`config.mk`:
```
export PLATFORM = sky130hd
export DESIGN_NAME = multicycle_ctrl
export DESIGN_NICKNAME = d
export VERILOG_FILES = /design/src/rtl/cpu_pkg.sv /design/src/rtl/multicycle_ctrl_mem_wait_timer.sv /design/src/rtl/multicycle_ctrl.sv
export SDC_FILE = /design/constraint.sdc
export NUM_CORES = 1
export LEC_CHECK = 0
export ABC_CLOCK_PERIOD_IN_PS = 2850
export BUFFER_PORTS_ARGS = -buffer_cell sky130_fd_sc_hd__clkbuf_2
export CORE_MARGIN = 10
export CORE_UTILIZATION = 50
export DETAILED_ROUTE_END_ITERATION = 8
export HOLD_SLACK_MARGIN = 0.15
export PLACE_DENSITY_LB_ADDON = 0.1
export REMOVE_ABC_BUFFERS = 1
export SLEW_MARGIN = 20
export SYNTH_ARGS = -nofsm -noshare
export SYNTH_HDL_FRONTEND = slang
export SYNTH_HIERARCHICAL = 1
export SYNTH_SLANG_ARGS = --single-unit
```
`constraint.sdc`:
```
create_clock -name clk -period 2.85 [get_ports clk]
set_input_delay 0.1425 -clock clk [delete_from_list [all_inputs] [get_ports clk]]
set_output_delay 0.1425 -clock clk [all_outputs]
set_load 0.02 [all_outputs]
```
`src/rtl/cpu_pkg.sv`:
```
// Shared definitions for the multi-cycle RISC-V core: controller states,
// datapath mux encodings and the ALU opcode constants used by the decoder.
package cpu_pkg;

   // Controller state encoding; the values also appear on the debug port.
   typedef enum logic [2:0] {
      FETCH   = 3'd0,
      DECODE  = 3'd1,
      EXECUTE = 3'd2,
      MEM     = 3'd3,
      WB      = 3'd4,
      ERROR   = 3'd5
   } ctrl_state_t;

   // Next-PC mux select.
   localparam logic [1:0] PC_SRC_PLUS4 = 2'd0;  // PC + 4
   localparam logic [1:0] PC_SRC_IMM   = 2'd1;  // PC + imm (branch / JAL)
   localparam logic [1:0] PC_SRC_JALR  = 2'd2;  // ALU result, bit 0 cleared

   // Register-file writeback mux select.
   localparam logic [1:0] WB_SEL_ALU = 2'd0;
   localparam logic [1:0] WB_SEL_MEM = 2'd1;
   localparam logic [1:0] WB_SEL_PC4 = 2'd2;

   // ALU opcodes shared with the instruction decoder.
   localparam logic [3:0] ALU_ADD    = 4'd0;
   localparam logic [3:0] ALU_SUB    = 4'd1;
   localparam logic [3:0] ALU_SLL    = 4'd2;
   localparam logic [3:0] ALU_SLT    = 4'd3;
   localparam logic [3:0] ALU_SLTU   = 4'd4;
   localparam logic [3:0] ALU_XOR    = 4'd5;
   localparam logic [3:0] ALU_SRL    = 4'd6;
   localparam logic [3:0] ALU_SRA    = 4'd7;
   localparam logic [3:0] ALU_OR     = 4'd8;
   localparam logic [3:0] ALU_AND    = 4'd9;
   localparam logic [3:0] ALU_PASS_B = 4'd10;  // LUI

   // Width of the memory wait timer.
   localparam int TIMER_W = 16;

   // Writeback source: loads take memory data, jumps link PC+4, else ALU.
   function automatic logic [1:0] wb_sel_for(input logic mem_to_reg, input logic jump);
      if (mem_to_reg)
         return WB_SEL_MEM;
      else if (jump)
         return WB_SEL_PC4;
      else
         return WB_SEL_ALU;
   endfunction

   // Next-PC source at writeback: JALR uses the ALU target, JAL the immediate.
   function automatic logic [1:0] wb_pc_src_for(input logic jump, input logic jalr);
      if (!jump)
         return PC_SRC_PLUS4;
      else if (jalr)
         return PC_SRC_JALR;
      else
         return PC_SRC_IMM;
   endfunction

endpackage

```
`src/rtl/multicycle_ctrl_mem_wait_timer.sv`:
```
// Bounded wait timer for the imem/dmem handshakes. Counts consecutive
// not-ready cycles and flags expiry once the count reaches MEM_TIMEOUT.
module multicycle_ctrl_mem_wait_timer
   import cpu_pkg::*;
#(
   parameter int MEM_TIMEOUT = 255
) (
   input  logic clk,
   input  logic rst,
   input  logic clear,
   input  logic inc,
   output logic expired
);

   logic [TIMER_W-1:0] count;

   // Wait counter: cleared on reset and on every controller state change.
   always_ff @(posedge clk) begin
      if (rst)
         count <= '0;
      else if (clear)
         count <= '0;
      else if (inc && (count != '1))
         count <= count + 1'b1;
   end

   assign expired = (count >= TIMER_W'(MEM_TIMEOUT));

endmodule

```
`src/rtl/multicycle_ctrl.sv`:
```
// Multi-cycle sequencing controller: steps the shared datapath through
// fetch, decode, execute, memory and writeback, with bounded memory waits
// and a retired-instruction counter. Outputs are decoded from the state
// register and same-cycle inputs, and are forced to zero while rst is high.
module multicycle_ctrl
   import cpu_pkg::*;
#(
   parameter int MEM_TIMEOUT = 255
) (
   input  logic        clk,
   input  logic        rst,
   input  logic        reg_write,
   input  logic        mem_read,
   input  logic        mem_write,
   input  logic        mem_to_reg,
   input  logic        branch,
   input  logic        jump,
   input  logic        jalr,
   input  logic        branch_taken,
   input  logic        imem_ready,
   input  logic        dmem_ready,
   output logic        imem_req,
   output logic        ir_load,
   output logic        dmem_req,
   output logic        dmem_we,
   output logic        rf_we,
   output logic [1:0]  wb_sel,
   output logic        pc_write,
   output logic [1:0]  pc_src,
   output logic        retire,
   output logic [31:0] instret,
   output logic        bus_err,
   output logic [2:0]  state
);

   ctrl_state_t state_q, next_state;
   logic [31:0] instret_q;
   logic        timer_expired, timer_inc, timer_clear;

   logic       imem_req_c, ir_load_c, dmem_req_c, dmem_we_c, rf_we_c;
   logic       pc_write_c, retire_c;
   logic [1:0] wb_sel_c, pc_src_c;

   // Next-state and output decode for the sequencing FSM.
   always_comb begin
      // NOTE: every signal driven here gets a default first so no latch is inferred.
      next_state = state_q;
      imem_req_c = 1'b0;
      ir_load_c  = 1'b0;
      dmem_req_c = 1'b0;
      dmem_we_c  = 1'b0;
      rf_we_c    = 1'b0;
      wb_sel_c   = WB_SEL_ALU;
      pc_write_c = 1'b0;
      pc_src_c   = PC_SRC_PLUS4;
      retire_c   = 1'b0;

      case (state_q)
         FETCH: begin
            imem_req_c = 1'b1;
            if (imem_ready) begin
               ir_load_c  = 1'b1;
               next_state = DECODE;
            end else if (timer_expired) begin
               next_state = ERROR;
            end
         end
         DECODE: next_state = EXECUTE;
         EXECUTE: begin
            if (mem_read || mem_write) begin
               next_state = MEM;
            end else if (branch) begin
               pc_write_c = 1'b1;
               pc_src_c   = branch_taken ? PC_SRC_IMM : PC_SRC_PLUS4;
               retire_c   = 1'b1;
               next_state = FETCH;
            end else if (jump || reg_write) begin
               next_state = WB;
            end else begin
               // Unrecognised or no-op: just advance the PC.
               pc_write_c = 1'b1;
               retire_c   = 1'b1;
               next_state = FETCH;
            end
         end
         MEM: begin
            dmem_req_c = 1'b1;
            dmem_we_c  = mem_write;
            if (dmem_ready) begin
               if (mem_write) begin
                  pc_write_c = 1'b1;
                  retire_c   = 1'b1;
                  next_state = FETCH;
               end else begin
                  next_state = WB;
               end
            end else if (timer_expired) begin
               next_state = ERROR;
            end
         end
         WB: begin
            rf_we_c    = reg_write;
            wb_sel_c   = wb_sel_for(mem_to_reg, jump);
            pc_write_c = 1'b1;
            pc_src_c   = wb_pc_src_for(jump, jalr);
            retire_c   = 1'b1;
            next_state = FETCH;
         end
         ERROR:   next_state = ERROR;
         default: next_state = ERROR;
      endcase
   end

   // State register; the fault state is left only through reset.
   always_ff @(posedge clk) begin
      // NOTE: sequential state uses non-blocking assignments; the comb decode above uses blocking.
      if (rst)
         state_q <= FETCH;
      else
         state_q <= next_state;
   end

   // Retired-instruction counter, wraps naturally at 2^32.
   always_ff @(posedge clk) begin
      if (rst)
         instret_q <= '0;
      else if (retire_c)
         instret_q <= instret_q + 32'd1;
   end

   assign timer_inc   = ((state_q == FETCH) && !imem_ready) ||
                        ((state_q == MEM)   && !dmem_ready);
   assign timer_clear = (next_state != state_q);

   multicycle_ctrl_mem_wait_timer #(
      .MEM_TIMEOUT(MEM_TIMEOUT)
   ) u_timer (
      .clk    (clk),
      .rst    (rst),
      .clear  (timer_clear),
      .inc    (timer_inc),
      .expired(timer_expired)
   );

   assign imem_req = !rst && imem_req_c;
   assign ir_load  = !rst && ir_load_c;
   assign dmem_req = !rst && dmem_req_c;
   assign dmem_we  = !rst && dmem_we_c;
   assign rf_we    = !rst && rf_we_c;
   assign wb_sel   = rst ? 2'd0 : wb_sel_c;
   assign pc_write = !rst && pc_write_c;
   assign pc_src   = rst ? 2'd0 : pc_src_c;
   assign retire   = !rst && retire_c;
   assign instret  = rst ? 32'd0 : instret_q;
   assign bus_err  = !rst && (state_q == ERROR);
   assign state    = rst ? 3'd0 : state_q;

endmodule

```
==> results of run 1 <==
[critical path, cell delays in order, from the launching register on]
cell	delay, ns
dfxtp_1	0.39
or4b_4	0.60
nor4_4	0.51
buf_4	0.31
o211ai_4	0.11
or3_1	0.34
a21oi_1	0.14
[per-layer routing]
metal	vias up	routed length (um)	part of all wire [%]	global-route usage, %
met5	-	0	0	0
met4	0	91	1.2	3.75
met3	9	454	6.2	4.16
met2	72	3270	44	22.3
li1	1515	-	-	-
met1	1369	3560	48	19.1
[synthesized netlist by cell type (12+ instances only)]
cell       count  area share [%]
a21oi_1       15             2.5
dfxtp_1       51              33
inv_1         12             1.5
nand2_1       18             2.2
nand4_1       12             2.5
nor2_1        56             6.9
nor2b_1       30             6.1
nor3_1        12             2.0
nor4_1        12             2.5
o2111ai_1     15             4.3
o21ai_0       23             3.8
xor2_1        20             5.7
[state kept, by name (all words and copies together) (netlist names)]
name / count
state_q: 3
u_timer/count: 16
instret_q: 32
[stage by stage]
step,util (%),worst slack (ns)
finish,59.5,0.384
global route,59.5,0.218
floorplan,-,-0.0181
CTS,59.5,0.387
global placement,58.1,0.468
detailed placement,58.1,0.420
[logic make-up after synthesis]
family / count (synthesis)
AO/OA/AOI/OAI: 76
XOR/XNOR: 25
adder cells (fa/ha/maj): 2
buffers and inverters: 33
flip-flops: 51
multiplexers: 3
AND/OR/NAND/NOR: 195
[layout make-up]
type	count	area [sq um]	share of cell area, %
clock buffer	6	82.6	2.34
clock inverter	1	5.00	0.142
multi-input combinational	301	1880	53.5
timing repair buffer	70	393	11.1
inverter	12	45.0	1.28
tap	75	93.8	2.66
sequential	51	1020	29.0
[final timing paths]
check,cells after the start,end,slack [ns],from
worst min register to register,2,u_timer/count[1],0.52,u_timer/count[1]
worst max register to register,6,instret_q[20],0.38,state_q[0]
worst max-delay path,6,instret_q[20],0.38,state_q[0]
worst min-delay path,3,state_q[0],0.23,imem_ready
[power groups by stage]
stage / Clock, W / Sequential, W / Combinational, W
floorplan: 0 / 0.000745 / 0.0000571
global placement: 0 / 0.000739 / 0.000121
detailed placement: 0 / 0.000740 / 0.000122
CTS: 0.000439 / 0.000723 / 0.000123
global route: 0.000466 / 0.000725 / 0.000134
finish: 0.000425 / 0.000723 / 0.000122
==> flow_summary.toml, run 1 <==
[clock_network]
ctsHtreeMaxLevel = 2
clock-sinks = 51
cts_resized = 0
cts_setup_buffers = 0
cts_buffer_depth = 2
path_clk_slew_ns = 0.09
clk_latency_ns = 0.30
root_buffer = "clkbuf_8"
cts_hold_buffers = 0
cts_buffers = 5
cts_tree = "built"

[setup_path]
cp-start-kind = "register"
arrival_ns = 2.70
crit_required_ns = 3.09
worstSetupPathType = "reg2reg"
path_max_fanout = 14
cp-end-kind = "register"

[synthesis]
synth-edff-count = 0
synth_compound_area_share_pct = 17.6
yosysUniqueCellTypes = 55
synth_fa_ha_area_share_pct = 0.818
yosys.area_share.simple_pct = 35.0
yosysSeqAreaShare_pct = 33.4
yosys_most_used_dff = "dfxtp_1"
synthesis.area_sq_um = 3060
avgSynthCellArea_sq_um = 7.94
ys_warn_count = 6
synth_top_family_by_area = "simple AND/OR/NAND/NOR gates"
synthXorXnorAreaFrac_pct = 7.16
synth_mux_area_share_pct = 1.06
syn_inst = 385
synth_async_sr_flop_share_pct = 0
ys_seq_elements = 51

[layout]
stdcell_count = 516
layout-area-overhead-vs-synth_pct = 15.3
finish.instance_area_sq_um = 3520
diodes = 0
fillers = 576
layout_common_cells = "clkbuf_2, nor2_1, dfxtp_1"
nets = 455
final_common_cell = "clkbuf_2"
layout-drive-gt1-share_pct = 21.5

[drt]
post_drt_via_cell_ratio = 5.75
drt-pass1-iter-count = 4
drc = 0
final_antenna_net_count = 0
wire_per_inst_um = 14.3
first_iter_violations = 207
num_vias = 2965
drt_wl_total_mm = 7.37

[pwr]
p_sw_share_pct = 25.0
ir_drop_uv = 223
total_power_w = 0.00127
power.leakage_nw = 1.34
power_frac_seq_pct = 57.0
p_clk_share_pct = 33.4
internal-power_w = 0.000952
p_per_area_nw_per_um2 = 360
p_switching_w = 0.000318
comb_power_share_pct = 9.6

[sta]
fmax_mhz = 405
period_share_pct = 86.5
slew_headroom_pct = 46.3
worst_pin_slew_ns = 0.798
fin_hold_ws_ns = 0.227
setup_violations = 0
slew_viol_final = 0
min_period_ns = 2.47
clock_skew_ns = 0.00744
hold_viol = 0
tns_ns = 0
rsz0062_at_grt = "false"

[placed_design]
place_area_sq_um = 3440
port_buffers = 58
gp_congestion = 0.814
dp_cells = 509
post-dp-hpwl_mm = 5.43

[global_route]
gr-usage-all-layers_pct = 14.4
antenna_found_initial = 0
grt_max_degree = 53
grt_pass1_wl_mm = 12.3
grt_pass1_vias = 2632
grt_overflow = 0

[die]
die_x_um = 98.2
fp.dieH_um = 98.2
initial_core_util_pct = 51.6
core.rowCount = 28
core_sq_um = 5920
io_pins = 59
dieArea_sq_um = 9640

[run]
drv_cap = 0

[hold_path]
hold_class = "in2reg"

[status]
run_status = "completed"
No activity file was read; power rests on OpenSTA's default activity.
==> inputs of run 2 (changes only) <==
- SETUP_SLACK_MARGIN: default -> 0.4
==> run 2 against run 1 <==
Sequential share of layout area shrank 0.16 points. Flip-flop and latch count stayed put. Clock power about the same. Setup slack better by 0.14 ns. Maximum frequency is 6.1% higher. Critical path depth decreased by 1. Core utilization increased by 0.34 points. Register-to-register slack gained 0.17 ns.
==> flow_summary.toml, run 2 (synthesis gave the netlist of run 1 again) <==
[clock_network]
root_buffer = "clkbuf_8"
ctsHtreeMaxLevel = 2
clk_latency_ns = 0.30
cts_hold_buffers = 0
clock-sinks = 51
path_clk_slew_ns = 0.09
cts_buffer_depth = 2
cts_tree = "built"
cts_buffers = 5

[sta]
slew_headroom_pct = 45.4
rsz0062_at_grt = "true"
clock_skew_ns = 0.00765
min_period_ns = 2.32
period_share_pct = 81.5
fmax_mhz = 430
fin_hold_ws_ns = 0.226
setup_violations = 0
worst_pin_slew_ns = 0.811
hold_viol = 0
slew_viol_final = 0

[die]
dieArea_sq_um = 9640
core_sq_um = 5920
die_x_um = 98.2
io_pins = 59
fp.dieH_um = 98.2
core.rowCount = 28
initial_core_util_pct = 51.6

[setup_path]
cp-end-kind = "output pin"
crit_required_ns = 2.71
reg2regPathDepth = 8
path_max_fanout = 9
worstSetupPathType = "reg2out"
arrival_ns = 2.18
cp-start-kind = "register"

[pwr]
p_per_area_nw_per_um2 = 359
ir_drop_uv = 223
power.leakage_nw = 1.35

[global_route]
antenna_found_initial = 0
grt_max_degree = 53
grt_overflow = 0
grt_pass1_wl_mm = 12.3
gr-usage-all-layers_pct = 14.4
grt_pass1_vias = 2637

[layout]
layout-drive-gt1-share_pct = 22.1
diodes = 0
layout-area-overhead-vs-synth_pct = 15.9
reg_top3 = "instret_q: 32 flops, u_timer/count: 16 flops, state_q: 3 flops"
final-seq-area_sq_um = 1020
fin_util_pct = 59.9
regMostFlops = "instret_q"
fillers = 574
layout_common_cells = "clkbuf_2, nor2_1, dfxtp_1"
final_common_cell = "clkbuf_2"
multi_input_area_sq_um = 1890
largest_reg_flops = 32
nets = 457

[hold_path]
holdPathStages = 3
hold_class = "in2reg"

[drt]
drt_wl_total_mm = 7.41
drt-pass1-iter-count = 4
post_drt_via_cell_ratio = 5.75
first_iter_violations = 222
num_vias = 2979
drc = 0
wire_per_inst_um = 14.3
final_antenna_net_count = 0

[placed_design]
post-dp-hpwl_mm = 5.43
gp_congestion = 0.814
port_buffers = 58

[run]
drv_cap = 0

[status]
run_status = "completed"
-- run 2: cell types whose count changed in the layout (fill, tap and decap cells not counted), sizes merged --
| cell | change |
|---|---|
| buf | +2 |
-- run 2: routing by layer --
metal	vias up	track usage [%]	share of wire, %
met5	-	0	0
met4	0	3.75	1.1
met3	9	4.16	7.4
met2	82	22.3	44
met1	1368	19.1	47
li1	1520	-	-
-- run 2: worst max-delay path, stage by stage (launching register included) --
cell	delay (ns)
dfxtp_1	0.39
or4b_4	0.60
nor3_1	0.32
nor2_1	0.18
nor2_1	0.18
clkbuf_2	0.21
-- run 2: final cells by class --
| class | count | share of cell area (%) |
|---|---|---|
| Clock inverter | 1 | 0.141 |
| Inverter | 12 | 1.27 |
| Tap cell | 75 | 2.65 |
| Timing Repair Buffer | 72 | 11.5 |
| Multi-Input combinational cell | 301 | 53.3 |
| Sequential cell | 51 | 28.8 |
| Clock buffer | 6 | 2.33 |
-- run 2: final timing paths --
path	start	to	slack, ns
setup reg to reg	state_q[0]	instret_q[20]	0.55
hold / removal	imem_ready	state_q[0]	0.23
hold reg to reg	u_timer/count[1]	u_timer/count[1]	0.52
setup / recovery	state_q[0]	pc_write	0.53
-- run 2: where the power goes --
| group | internal (W) | switching (W) | leakage, nW |
|---|---|---|---|
| clock | 0.000191 | 0.000235 | 0.0470 |
| sequential | 0.000717 | 0.00000640 | 0.411 |
| combinational | 0.0000442 | 0.0000772 | 0.896 |
| total | 0.000952 | 0.000319 | 1.35 |
-- run 2: timing repair --
item                       CTS  global route
pin swaps                    1             1
setup endpoints to repair    1             8
gates resized for setup      0             1
setup buffers                0             2
-- run 2: through the flow --
step	area [sq um]	power (W)	instances	setup WS, ns	setup TNS [ns]
6_report	3540	0.00127	518	0.526	0
5_1_grt	3540	0.00133	518	0.389	0
4_1_cts	3520	0.00128	516	0.429	0
2_1_floorplan	2950	0.000802	364	-0.0181	-0.0181
3_3_place_gp	3440	0.000860	509	0.468	0
3_5_place_dp	3440	0.000862	509	0.420	0
==> inputs of run 3 (changes only) <==
- ABC_CLOCK_PERIOD_IN_PS: 2850 -> 2300
- clock period: 2.85 -> 2.3 ns (I/O delays scaled with it)
==> run 3 against run 2 <==
Clock skew up 0.0010 ns. Wire length up 17%. Register-to-register slack worse by 0.25 ns. Final cell count up 9.1%. Global-route usage up 1.6 points. Clock power up 20%. Count of clock-buffer cells in the layout unchanged. Worst hold slack better by 0.015 ns. Total power up 29%. First-iteration DRC count up 32%. Sequential power up 24%. Setup slack worse by 0.25 ns. Critical path type unchanged. Critical endpoint is now retire.
==> flow_summary.toml, run 3 (synthesis gave the netlist of run 1 again) <==
[status]
run_status = "completed"

[setup_path]
crit_path_max_incr_delay_ns = 0.53
cp_slowest_cell = "or4b_4"
crit_required_ns = 2.18
cp_common_cell = "nor2_4"
worstSetupPathType = "reg2out"
regToRegStartpoint = "state_q[0]"
path_cells = "or4b_4, buf_4, nor3_4, nor2_4, nor2_4, buf_6"
cp-end-kind = "output pin"
cp-start-kind = "register"
regToRegSetupSlack_ns = 0.30
reg2reg_to = "instret_q[24]"
path_max_fanout = 5
reg2regPathDepth = 7
arrival_ns = 1.91

[clock_network]
cts_hold_buffers = 0
cts_buffers = 5
cts_buffer_depth = 2
ctsHtreeMaxLevel = 2
cts_tree = "built"
clk_latency_ns = 0.31
clock-sinks = 51
path_clk_slew_ns = 0.09
root_buffer = "clkbuf_8"

[hold_path]
holdPathStages = 3
worstHoldStart = "imem_ready"
hold_class = "in2reg"
holdPathEnd = "state_q[0]"

[sta]
period_share_pct = 88.0
fmax_mhz = 494
hold_viol = 0
slew_headroom_pct = 64.7
slew_viol_final = 0
min_period_ns = 2.02
setup_slack_ns = 0.276
setup_violations = 0
clock_skew_ns = 0.00869
rsz0062_at_grt = "true"
worst_pin_slew_ns = 0.530

[die]
initial_core_util_pct = 51.6
core.rowCount = 28
dieArea_sq_um = 9640
fp.dieH_um = 98.2
core_sq_um = 5920
io_pins = 59
die_x_um = 98.2

[drt]
drc = 0
final_antenna_net_count = 0
post_drt_via_cell_ratio = 5.71
num_vias = 3224
drt_wl_total_mm = 8.64
drt-pass1-iter-count = 4
first_iter_violations = 294
wire_per_inst_um = 15.3

[layout]
fin_util_pct = 72.0
final_common_cell = "clkbuf_2"
nets = 503
finish.instance_area_sq_um = 4260
diodes = 0
layout-area-overhead-vs-synth_pct = 39.4
layout_common_cells = "clkbuf_2, nor2_1, buf_4"
layout-drive-gt1-share_pct = 39.6
reg_top3 = "instret_q: 32 flops, u_timer/count: 16 flops, state_q: 3 flops"
largest_reg_flops = 32
regMostFlops = "instret_q"

[placed_design]
place_area_sq_um = 3550
post-dp-hpwl_mm = 5.65
gp_congestion = 0.869
port_buffers = 58
post-place-ws_ns = 0.130

[pwr]
power.leakage_nw = 1.64
ir_drop_uv = 264
p_per_area_nw_per_um2 = 384

[global_route]
grt_pass1_vias = 2940
gr-usage-all-layers_pct = 16.1
antenna_found_initial = 0
grt_max_degree = 50
grt_pass1_wl_mm = 13.7
grt_overflow = 0

[run]
drv_cap = 0
==> run 3: cell count changes in the layout (fill, tap and decap cells not counted), sizes merged <==
cell,delta
clkinvlp,+1
buf,+47
or2,+1
clkbuf,-2
==> run 3: power by group <==
group / switching, W / leakage, nW / total [W] / internal [W]
logic: 0.000126 / 1.19 / 0.000229 / 0.000103
clock network: 0.000299 / 0.0412 / 0.000512 / 0.000213
registers: 0.00000570 / 0.416 / 0.000894 / 0.000888
==> run 3: routing by layer <==
metal / global-route usage (%) / vias up / wire [um]
li1: - / 1615 / -
met1: 20.7 / 1498 / 3910
met2: 25.5 / 103 / 4040
met3: 4.79 / 8 / 631
met4: 4.19 / 0 / 69
met5: 0 / - / 0
==> run 3: worst max path at each step <==
stage / cells after the start / start / to
final: 6 / state_q[0] / retire
after global routing: 8 / state_q[1] / instret_q[26]
after CTS: 6 / state_q[0] / instret_q[12]
after detailed placement: 7 / state_q[0] / instret_q[12]
after global placement: 8 / state_q[1] / u_timer/count[15]
after floorplan: 5 / state_q[2] / instret_q[12]
==> run 3: cell type report <==
class / count / area, sq um
Multi-Input combinational cell: 302 / 2160
Fill cell: 476 / 1660
Sequential cell: 51 / 1040
Timing Repair Buffer: 117 / 845
Tap cell: 75 / 93.8
Clock buffer: 6 / 72.6
Inverter: 12 / 45.0
Clock inverter: 2 / 12.5
==> run 3: repair_timing <==
item                                    4_1_cts  5_1_grt
pin swaps                                    23       25
endpoints found under the setup margin       46       48
resized for setup                            39       54
setup buffers                                19       14
cloned                                        1        1
==> run 3: critical path, delay by kind of cell, from the launching register on <==
kind	cells	cell delay [ns]
buffers and inverters	2	0.32
AND/OR/NAND/NOR	4	0.96
flip-flops	1	0.34
==> run 3: stage by stage <==
stage | total power [W] | cells | setup TNS (ns) | hold slack [ns]
CTS | 0.00162 | 550 | 0 | 0.228
floorplan | 0.000994 | 364 | -8.02 | 0.184
global placement | 0.00107 | 522 | 0 | 0.485
detailed placement | 0.00107 | 522 | 0 | 0.497
finish | 0.00163 | 565 | 0 | 0.242
global route | 0.00170 | 565 | 0 | 0.265
